===== config.mk =====
export PLATFORM = sky130hd
export DESIGN_NAME = axi_rd_burst_sched_flat
export DESIGN_NICKNAME = d
export VERILOG_FILES = /design/src/rtl/axi_rd_burst_sched_if.sv /design/src/rtl/axi_rd_burst_sched.sv /design/src/flat_wrapper.sv
export SDC_FILE = /design/constraint.sdc
export NUM_CORES = 1
export LEC_CHECK = 0
export ABC_CLOCK_PERIOD_IN_PS = 13500
export BUFFER_PORTS_ARGS = -buffer_cell sky130_fd_sc_hd__buf_4
export CORE_AREA = 2 2 161 163
export CTS_CLUSTER_DIAMETER = 100
export DETAILED_ROUTE_END_ITERATION = 16
export DIE_AREA = 0 0 163 165
export PLACE_DENSITY = 0.83
export RECOVER_POWER = 50
export SKIP_CTS_REPAIR_TIMING = 1
export SYNTH_ARGS = -nofsm -noshare
export SYNTH_HDL_FRONTEND = slang
export SYNTH_SLANG_ARGS = --single-unit
export TNS_END_PERCENT = 30

===== constraint.sdc =====
create_clock -name M_AXI_ACLK -period 13.5 [get_ports M_AXI_ACLK]
set_clock_uncertainty 0.2 [all_clocks]
set_input_delay 1.35 -clock M_AXI_ACLK [delete_from_list [all_inputs] [get_ports M_AXI_ACLK]]
set_output_delay 1.35 -clock M_AXI_ACLK [all_outputs]
set_load 0.01 [all_outputs]

===== src/rtl/axi_rd_burst_sched_if.sv =====
// Request, engine-command and status signals of the round-robin read-burst scheduler.
// The master modport is the scheduler's view; the slave modport is the requesters/engine side.
interface axi_rd_burst_sched_if #(
  parameter int NUM_CH   = 4,
  parameter int ADDR_W   = 32,
  parameter int NBURST_W = 16
);
  localparam int ID_W = (NUM_CH > 1) ? $clog2(NUM_CH) : 1;

  logic [NUM_CH-1:0]          s_req_valid;
  logic [NUM_CH-1:0]          s_req_ready;
  logic [NUM_CH*ADDR_W-1:0]   s_req_addr;
  logic [NUM_CH*NBURST_W-1:0] s_req_nburst;
  logic                       o_txn_init;
  logic [ADDR_W-1:0]          o_txn_addr;
  logic [ID_W-1:0]            o_txn_id;
  logic                       i_axis_beat;
  logic                       i_axis_last;
  logic [NUM_CH-1:0]          o_req_done;
  logic                       o_err;
  logic                       o_busy;

  modport master (
    input  s_req_valid, s_req_addr, s_req_nburst, i_axis_beat, i_axis_last,
    output s_req_ready, o_txn_init, o_txn_addr, o_txn_id, o_req_done, o_err, o_busy
  );

  modport slave (
    output s_req_valid, s_req_addr, s_req_nburst, i_axis_beat, i_axis_last,
    input  s_req_ready, o_txn_init, o_txn_addr, o_txn_id, o_req_done, o_err, o_busy
  );
endinterface


===== src/rtl/axi_rd_burst_sched.sv =====
// Round-robin scheduler sharing one AXI read-burst engine between NUM_CH descriptor slots.
// One burst per grant; completion is tracked from the engine's AXIS tlast handshake.
//
// state  | meaning
// S_IDLE | no slot holds work
// S_ARB  | pick next non-empty slot after rr pointer, latch id/addr
// S_ISSUE| one-cycle init pulse to the engine
// S_WAIT | count beats until tlast, or until the watchdog expires
module axi_rd_burst_sched #(
  parameter int NUM_CH    = 4,
  parameter int ADDR_W    = 32,
  parameter int DATA_W    = 64,
  parameter int BURST_LEN = 16,
  parameter int NBURST_W  = 16,
  parameter int TIMEOUT   = 4096
) (
  input  logic                 M_AXI_ACLK,
  input  logic                 M_AXI_ARESET,
  axi_rd_burst_sched_if.master bus
);
  localparam int ID_W  = (NUM_CH > 1) ? $clog2(NUM_CH) : 1;
  localparam int CNT_W = $clog2(BURST_LEN + 1);
  localparam int WD_W  = (TIMEOUT > 1) ? $clog2(TIMEOUT) : 1;
  localparam logic [ADDR_W-1:0] BURST_BYTES = ADDR_W'(BURST_LEN * DATA_W / 8);
  localparam logic [WD_W-1:0]   WD_LOAD     = (TIMEOUT > 0) ? WD_W'(TIMEOUT - 1) : '0;

  typedef enum logic [1:0] {S_IDLE, S_ARB, S_ISSUE, S_WAIT} state_t;

  state_t state_q, state_d;

  logic [NUM_CH-1:0]                slot_vld_q, slot_vld_d;
  logic [NUM_CH-1:0][ADDR_W-1:0]    slot_addr_q, slot_addr_d;
  logic [NUM_CH-1:0][NBURST_W-1:0]  slot_rem_q, slot_rem_d;
  logic [NUM_CH-1:0]                zpend_q, zpend_d;
  logic [NUM_CH-1:0]                done_q, done_d;
  logic                             err_q, err_d;
  logic                             rdy_en_q, rdy_en_d;
  logic [ID_W-1:0]                  rr_q, rr_d;
  logic [ID_W-1:0]                  id_q, id_d;
  logic [ADDR_W-1:0]                txn_addr_q, txn_addr_d;
  logic [CNT_W-1:0]                 cnt_q, cnt_d;
  logic [WD_W-1:0]                  wd_q, wd_d;

  logic [NUM_CH-1:0] accept;
  logic [ID_W-1:0]   grant, cand;
  logic              found, burst_end, tmo;

  assign accept = bus.s_req_valid & bus.s_req_ready;

  // Cyclic search starting just after the last grant; the last winner is checked last.
  always_comb begin
    grant = rr_q;
    cand  = rr_q;
    found = 1'b0;
    for (int k = 1; k <= NUM_CH; k++) begin
      cand = ID_W'((int'(rr_q) + k) % NUM_CH);
      if (!found && slot_vld_q[cand]) begin
        found = 1'b1;
        grant = cand;
      end
    end
  end

  always_ff @(posedge M_AXI_ACLK or posedge M_AXI_ARESET) begin
    if (M_AXI_ARESET) state_q <= S_IDLE;
    else              state_q <= state_d;
  end

  always_comb begin
    state_d = state_q;
    case (state_q)
      S_IDLE:  if (|slot_vld_q) state_d = S_ARB;
      S_ARB:   state_d = found ? S_ISSUE : S_IDLE;
      S_ISSUE: state_d = S_WAIT;
      S_WAIT:  if (burst_end || tmo) state_d = (|slot_vld_d) ? S_ARB : S_IDLE;
      default: state_d = S_IDLE;
    endcase
  end

  always_comb begin
    bus.o_txn_init  = (state_q == S_ISSUE);
    bus.o_txn_addr  = txn_addr_q;
    bus.o_txn_id    = id_q;
    bus.s_req_ready = rdy_en_q ? ~(slot_vld_q | zpend_q) : '0;
    bus.o_req_done  = done_q;
    bus.o_err       = err_q;
    bus.o_busy      = (state_q != S_IDLE) | (|slot_vld_q) | (|zpend_q);
  end

  always_comb begin
    slot_vld_d  = slot_vld_q;
    slot_addr_d = slot_addr_q;
    slot_rem_d  = slot_rem_q;
    zpend_d     = '0;
    done_d      = '0;
    err_d       = 1'b0;
    rdy_en_d    = 1'b1;
    rr_d        = rr_q;
    id_d        = id_q;
    txn_addr_d  = txn_addr_q;
    cnt_d       = cnt_q;
    wd_d        = wd_q;
    burst_end   = 1'b0;
    tmo         = 1'b0;

    // Zero-length descriptors hold ready low for one cycle while done pulses.
    for (int i = 0; i < NUM_CH; i++) begin
      if (accept[i]) begin
        if (bus.s_req_nburst[i*NBURST_W +: NBURST_W] == '0) begin
          zpend_d[i] = 1'b1;
          done_d[i]  = 1'b1;
        end else begin
          slot_vld_d[i]  = 1'b1;
          slot_addr_d[i] = bus.s_req_addr[i*ADDR_W +: ADDR_W];
          slot_rem_d[i]  = bus.s_req_nburst[i*NBURST_W +: NBURST_W];
        end
      end
    end

    case (state_q)
      S_ARB: begin
        if (found) begin
          rr_d       = grant;
          id_d       = grant;
          txn_addr_d = slot_addr_q[grant];
        end
      end
      S_ISSUE: begin
        cnt_d = '0;
        wd_d  = WD_LOAD;
      end
      S_WAIT: begin
        if (bus.i_axis_beat && bus.i_axis_last) begin
          burst_end          = 1'b1;
          err_d              = (cnt_q != CNT_W'(BURST_LEN - 1));
          slot_rem_d[id_q]   = slot_rem_q[id_q] - NBURST_W'(1);
          slot_addr_d[id_q]  = slot_addr_q[id_q] + BURST_BYTES;
          if (slot_rem_q[id_q] == NBURST_W'(1)) begin
            slot_vld_d[id_q] = 1'b0;
            done_d[id_q]     = 1'b1;
          end
        end else begin
          if (bus.i_axis_beat) begin
            if (cnt_q == CNT_W'(BURST_LEN)) err_d = 1'b1;
            else                            cnt_d = cnt_q + CNT_W'(1);
          end
          // Watchdog expiry drops the whole descriptor without a done pulse.
          if (TIMEOUT > 0 && wd_q == '0) begin
            tmo              = 1'b1;
            err_d            = 1'b1;
            slot_vld_d[id_q] = 1'b0;
          end else begin
            wd_d = wd_q - WD_W'(1);
          end
        end
      end
      default: ;
    endcase
  end

  always_ff @(posedge M_AXI_ACLK or posedge M_AXI_ARESET) begin
    if (M_AXI_ARESET) begin
      slot_vld_q  <= '0;
      slot_addr_q <= '0;
      slot_rem_q  <= '0;
      zpend_q     <= '0;
      done_q      <= '0;
      err_q       <= 1'b0;
      rdy_en_q    <= 1'b0;
      rr_q        <= ID_W'(NUM_CH - 1);
      id_q        <= '0;
      txn_addr_q  <= '0;
      cnt_q       <= '0;
      wd_q        <= '0;
    end else begin
      slot_vld_q  <= slot_vld_d;
      slot_addr_q <= slot_addr_d;
      slot_rem_q  <= slot_rem_d;
      zpend_q     <= zpend_d;
      done_q      <= done_d;
      err_q       <= err_d;
      rdy_en_q    <= rdy_en_d;
      rr_q        <= rr_d;
      id_q        <= id_d;
      txn_addr_q  <= txn_addr_d;
      cnt_q       <= cnt_d;
      wd_q        <= wd_d;
    end
  end
endmodule

===== src/flat_wrapper.sv =====
// flat-port wrapper written by rule: the top's interface ports become plain ports
module axi_rd_burst_sched_flat 
#(
  parameter int NUM_CH    = 4,
  parameter int ADDR_W    = 32,
  parameter int DATA_W    = 64,
  parameter int BURST_LEN = 16,
  parameter int NBURST_W  = 16,
  parameter int TIMEOUT   = 4096
)
  (M_AXI_ACLK, M_AXI_ARESET, bus_s_req_valid, bus_s_req_addr, bus_s_req_nburst, bus_i_axis_beat, bus_i_axis_last, bus_s_req_ready, bus_o_txn_init, bus_o_txn_addr, bus_o_txn_id, bus_o_req_done, bus_o_err, bus_o_busy);
  axi_rd_burst_sched_if #(.NUM_CH(NUM_CH), .ADDR_W(ADDR_W), .NBURST_W(NBURST_W)) bus_i ();
  input  logic M_AXI_ACLK;
  input  logic M_AXI_ARESET;
  input wire logic [$bits(bus_i.s_req_valid)-1:0] bus_s_req_valid;
  input wire logic [$bits(bus_i.s_req_addr)-1:0] bus_s_req_addr;
  input wire logic [$bits(bus_i.s_req_nburst)-1:0] bus_s_req_nburst;
  input wire logic [$bits(bus_i.i_axis_beat)-1:0] bus_i_axis_beat;
  input wire logic [$bits(bus_i.i_axis_last)-1:0] bus_i_axis_last;
  output wire logic [$bits(bus_i.s_req_ready)-1:0] bus_s_req_ready;
  output wire logic [$bits(bus_i.o_txn_init)-1:0] bus_o_txn_init;
  output wire logic [$bits(bus_i.o_txn_addr)-1:0] bus_o_txn_addr;
  output wire logic [$bits(bus_i.o_txn_id)-1:0] bus_o_txn_id;
  output wire logic [$bits(bus_i.o_req_done)-1:0] bus_o_req_done;
  output wire logic [$bits(bus_i.o_err)-1:0] bus_o_err;
  output wire logic [$bits(bus_i.o_busy)-1:0] bus_o_busy;
  assign bus_i.s_req_valid = bus_s_req_valid;
  assign bus_i.s_req_addr = bus_s_req_addr;
  assign bus_i.s_req_nburst = bus_s_req_nburst;
  assign bus_i.i_axis_beat = bus_i_axis_beat;
  assign bus_i.i_axis_last = bus_i_axis_last;
  assign bus_s_req_ready = bus_i.s_req_ready;
  assign bus_o_txn_init = bus_i.o_txn_init;
  assign bus_o_txn_addr = bus_i.o_txn_addr;
  assign bus_o_txn_id = bus_i.o_txn_id;
  assign bus_o_req_done = bus_i.o_req_done;
  assign bus_o_err = bus_i.o_err;
  assign bus_o_busy = bus_i.o_busy;
  axi_rd_burst_sched #(.NUM_CH(NUM_CH), .ADDR_W(ADDR_W), .DATA_W(DATA_W), .BURST_LEN(BURST_LEN), .NBURST_W(NBURST_W), .TIMEOUT(TIMEOUT)) u_core (.M_AXI_ACLK(M_AXI_ACLK), .M_AXI_ARESET(M_AXI_ARESET), .bus(bus_i));
endmodule

-- Yosys cells after proc, flatten, opt, wreduce, memory -nomap -nowiden
Index checks and enable logic that the tools add are counted.
Widths: inputs -> output; s select.
- reduce and logical (&&, ||, !) cells: 24
- multiplexer cells: 96
- shifts and indexed selects: 0
- multiply operators: 0
- div/mod/pow operators: 0
- add/sub/neg operators: 8
- order comparisons: 7
- eq/ne operators: 12
- bitwise operators: 8
- operators with widths (operator ; number):
    $mux 32 ; 11
    $mux 128 ; 2
    $mux 16 ; 10
    $bmux 32 s2 ; 2
    $bwmux 128 ; 1
    $mux 64 ; 2
    $bwmux 64 ; 1
    $demux 32 s2 ; 1
    $logic_not 16->1 ; 4
    $mux 1 ; 36
    $add 32x8->32 const B ; 1
    $bmux 16 s2 ; 1
    $demux 16 s2 ; 1
    $mux 4 ; 8
    $mux 12 ; 2
    $pmux 12 s2 ; 1
    $lt 2x3->1 const B ; 6
    $eq 16x1->1 const B ; 1
    $sub 16x1->16 const B ; 1
    $mux 5 ; 3
    $mux 2 ; 7
    $logic_not 12->1 ; 1
    $reduce_or 4->1 ; 3
    $sub 12x1->12 const B ; 1
    26 further kinds ; 48
- RAM bits: 0
- ROM bits: 0
- input port bits: 200
- bits in latches: 0
- word-level logic and storage cells: 174
- flip-flop bits (word level): 261
- memories: 0

-- Depth between registers and ports, before layout
- word-level depth: 15
- depth in mapped cells: 13
- depth with buffers taken out: 8

-- Worst setup path before layout
OpenSTA, ideal clock, no wires.
- kind: register to register
- start point: reg u_core.id_q[1] (netlist: u_core.bus.o_txn_id[1])
- end point: reg u_core.state_q[0]
- cell stages (with the launch flop): 14
- clock period less this slack: 3.535 ns
- arrival time: 3.205 ns
- setup slack: 9.965 ns
- cell sequence: dfrtp_1 -> buf_2 -> buf_4 -> buf_4 -> buf_2 -> buf_2 -> mux4_2 -> inv_1 -> ha_1 -> nor3b_1 -> nand4_2 -> a211oi_4 -> a21oi_1 -> o41a_1
- word-level cells in the longest chain between the ends: 13
- elaborated cells on any way between the ends: 18
- RTL lines (item ; line ; source):
    from (decl) ; axi_rd_burst_sched.sv:39 ; logic [ID_W-1:0] id_q, id_d;
    from (signal assigned) ; axi_rd_burst_sched.sv:184 ; id_q <= id_d;
    $lt 2x3->1 (implied by the code) or $ge 2x1->1 (tied branches) ; axi_rd_burst_sched.sv:139, axi_rd_burst_sched.sv:151 ;
    $logic_and 1x1->1 (implied by the code) ; axi_rd_burst_sched.sv:139, axi_rd_burst_sched.sv:151 ;
    $mux 1 (implied by the code) ; axi_rd_burst_sched.sv:139, axi_rd_burst_sched.sv:151 ;
    $demux 1 s2 ; -- ;
    $not 4->4 (no line) ; -- ;
    $and 4x4->4 (no line) ; -- ;
    $mux 4 (on tied branches) ; axi_rd_burst_sched.sv:148, axi_rd_burst_sched.sv:138 ;
    $mux 4 (*) ; axi_rd_burst_sched.sv:133 ; if (bus.i_axis_beat && bus.i_axis_last) begin
    $mux 4 (*) ; axi_rd_burst_sched.sv:120 ; case (state_q)
    named net u_core.slot_vld_d[1] ; axi_rd_burst_sched.sv:31 ; logic [NUM_CH-1:0] slot_vld_q, slot_vld_d;
    $reduce_or 4->1 (*) ; axi_rd_burst_sched.sv:75 ; S_WAIT: if (burst_end || tmo) state_d = (|slot_vld_d) ? S_ARB : S_IDLE;
    $mux 1 (*) ; axi_rd_burst_sched.sv:75 ;
    $mux 2 (*) ; axi_rd_burst_sched.sv:75 ;
    $pmux 2 s4 (*) ; axi_rd_burst_sched.sv:71 ; case (state_q)
    to (signal assigned) ; axi_rd_burst_sched.sv:66 ; else state_q <= state_d;
    to (decl) ; axi_rd_burst_sched.sv:29 ; state_t state_q, state_d;
The timed path passes the listed nets; every way through them passes the cells marked *. The select of a mux whose other input is x is not followed.
A chain may end at the register's enable or synchronous reset.

==> results.yml <==
clock_tree:
  cts_tree: "yes"
  cts_sinks: 261
  clock_path_buffers: 3
  cts.clk_slew.worst_paths_ns: 0.06
  clk_latency_ns: 0.54
  cts_buffers: 28
  cts.htree.levels: 1
  cts_root_buffer: "clkbuf_16"
timing:
  slew_violations: 189
  clock.fmax_mhz: 189
  hold_viol_final: 0
  finalSetupViolCount: 0
  worst_slew_pin_slew_ns: 5.21
  setup_tns_ns: 0
  period_share_pct: 39.3
  layout_setup_ws_ns: 8.20
  rsz0062_at_grt: "no"
  fin_crit_ns: 5.30
  max_slew_margin_pct: -249
floorplan:
  io_pins: 245
  start_util_pct: 59.7
  fp.dieW_um: 163
  core_um2: 25000
  num_rows: 58
  fp.dieArea_um2: 26900
  die_h_um: 165
yosys:
  ys.flop_type: "dfrtp_1"
  postSynthAreaPerCell_um2: 9.90
  synth_cells: 1508
  ys_types: 56
  synth-edff-count: 0
  netlist_area_um2: 14900
  synthArstFlopShare_pct: 100
  ys_warn_count: 0
  synth_seq_area_share_pct: 43.8
  synthTopCellsByArea: "dfrtp_1, mux2_2, mux4_2"
  synth_top_area_share_pct: 43.4
  synth_top_area_cell: "dfrtp_1"
  yosys_register_bits: 261
  synthesis.nets: 1716
hold_path:
  hp-class: "flop to flop"
  whs_endpoint: "u_core.bus.o_txn_addr[15]"
  min_from: "u_core.bus.o_txn_addr[15]"
  holdPathStages: 2
pwr:
  leakage_uw: 0.00791
  power_uw: 4470
  p_per_area_nw_per_um2: 254
  peakVddDrop_mv: 0.161
setup_path:
  crit_slowest_cell: "clkinvlp_2"
  crit_path_cell_trace: "clkbuf_4 > clkinvlp_2 > buf_4"
  end_kind: "async pin"
  timing.rr.start: "u_core.bus.o_txn_id[0]"
  rr_endpoint: "u_core.state_q[0]"
  worstSetupPathType: "input pin to async pin"
  worst_setup_path_start_kind: "input pin"
  r2r_slack_ns: 8.84
  worst-path-max-fanout: 115
  required_ns: 13.72
  critPathArrivalTime_ns: 5.53
  cp_slowest_stage_delay_ns: 2.89
  reg2reg_depth: 7
final_layout:
  area_growth_pct: 18.1
  fillers: 1882
  nNetsFinal: 1887
  drive_gt1_share_pct: 26.0
place:
  place_hpwl_um: 28300
  pre_cts_slack_ns: 8.94
  globalplace.congestion: 0.914
  port_buffers: 244
grt:
  antenna_found_initial: 1
  grt_pass1_wl_um: 68000
  grt_max_degree: 116
  overflow: 0
  grt_use_total_pct: 32.4
  grt_pass1_vias: 12759
detailed_routing:
  routed_via_density: 6.38
  drtIter0Drc: 1517
  num_vias: 12938
  ant_nets: 0
  routedWlPerCell_um: 21.6
  route.detailed.drc: 0
  dr.pass1.iters: 6
  wl_um: 43800
run_status:
  status: "finished, violations left"
  violations: "capacitance limit, slew limit"
job:
  max-cap-violations: 2
==> worst max-delay path, delay by kind of cell <==
kind / cells / cell delay, ns
buffers and inverters: 3 / 4.11
==> sequential cells by signal, summed over array words and instances, names as in the netlist, 2 cells and up, named ones only <==
signal / cells
u_core.bus.o_txn_id: 2
u_core.wd_q: 12
u_core.rr_q: 2
u_core.bus.o_txn_addr: 32
u_core.zpend_q: 4
u_core.cnt_q: 5
u_core.bus.o_req_done: 4
u_core.slot_addr_q: 128
u_core.slot_vld_q: 4
u_core.slot_rem_q: 64
==> cell type report <==
type                    count  area [um2]  area share [%]
diodes                      1        2.50          0.0142
clock buffers              44         852            4.83
clock inverters             5        75.1           0.426
inverters                  14        53.8           0.305
multi-input cells        1114        7900            44.8
flip-flops and latches    261        6540            37.1
well taps                 330         413            2.34
repair buffers            260        1800            10.2
==> power by group <==
part	total (uW)	switching [uW]	internal [uW]
combinational	2240	1290	947
clock	778	311	467
sequential	1460	302	1160
total	4470	1900	2570
==> layer usage <==
metal  global-route usage, %  part of all wire [%]  vias to the layer above
li1                        -                     -                     5759
met1                    42.8                    39                     6326
met2                    54.5                    49                      744
met3                    4.67                   8.9                      109
met4                    12.4                   3.2                        0
met5                       0                     0                        -
==> logic make-up after synthesis <==
logic type	share of synthesized area [%]
simple gates	17.6
compound gates	11.3
flops	43.8
mux	20.2
buf+inv	3.65
xor+xnor	2.81
fa+ha+maj	0.670
other cells	0.0251
==> synthesized netlist by cell type (7+ instances only) <==
master	number
nor2_1	125
and3_1	42
dfrtp_1	259
nand4_1	28
o21ai_0	90
clkbuf_1	89
mux4_2	34
nand4b_1	17
buf_2	9
ha_1	8
buf_1	16
mux2i_1	67
nor4_1	28
mux2_2	124
a211oi_1	33
xnor2_1	16
nor3_1	9
a21oi_1	111
mux4_1	7
and2_1	40
nand3_1	14
o31ai_1	34
nand2_1	200
xor2_1	32
inv_1	14
==> how the worst max path moves through the flow <==
| stage | end | from | slack (ns) |
|---|---|---|---|
| global placement | u_core.slot_rem_q[50] | bus_i_axis_beat | 9.14 |
| detailed placement | u_core.slot_rem_q[50] | bus_i_axis_beat | 8.94 |
| global route | u_core.bus.o_txn_id[1] | M_AXI_ARESET | 7.31 |
| finish | u_core.bus.o_txn_id[1] | M_AXI_ARESET | 8.20 |
| CTS | u_core.state_q[0] | u_core.bus.o_txn_id[0] | 9.22 |
| floorplan | async pin | M_AXI_ARESET | 4.77 |
==> cells in the final DEF (no fill, tap or decap), drive strengths merged, types with 8 or more instances in the layout <==
master	netlist	layout
a211oi	34	34
a21oi	111	111
and2	41	41
and3	42	42
buf	30	216
clkbuf	89	88
dfrtp	259	259
ha	8	8
inv	14	13
mux2	124	124
mux2i	67	67
mux4	41	41
nand2	200	200
nand3	14	14
nand4	29	29
nand4b	17	17
nor2	125	125
nor3	9	9
nor4	31	31
o21ai	90	90
o31ai	34	34
xnor2	16	16
xor2	32	32
==> stage by stage <==
step                hold slack, ns  cell area (um2)  utilization (%)  cells
floorplan                    0.273            14900                -   1508
finish                       0.275            17600             70.4   2029
detailed placement           0.268            16900             67.4   1979
global placement             0.265            16900             67.4   1979
CTS                          0.280            17800             71.1   2028
global route                 0.300            17600             70.4   2029
Note: power is estimated with default switching activity, not from simulation.
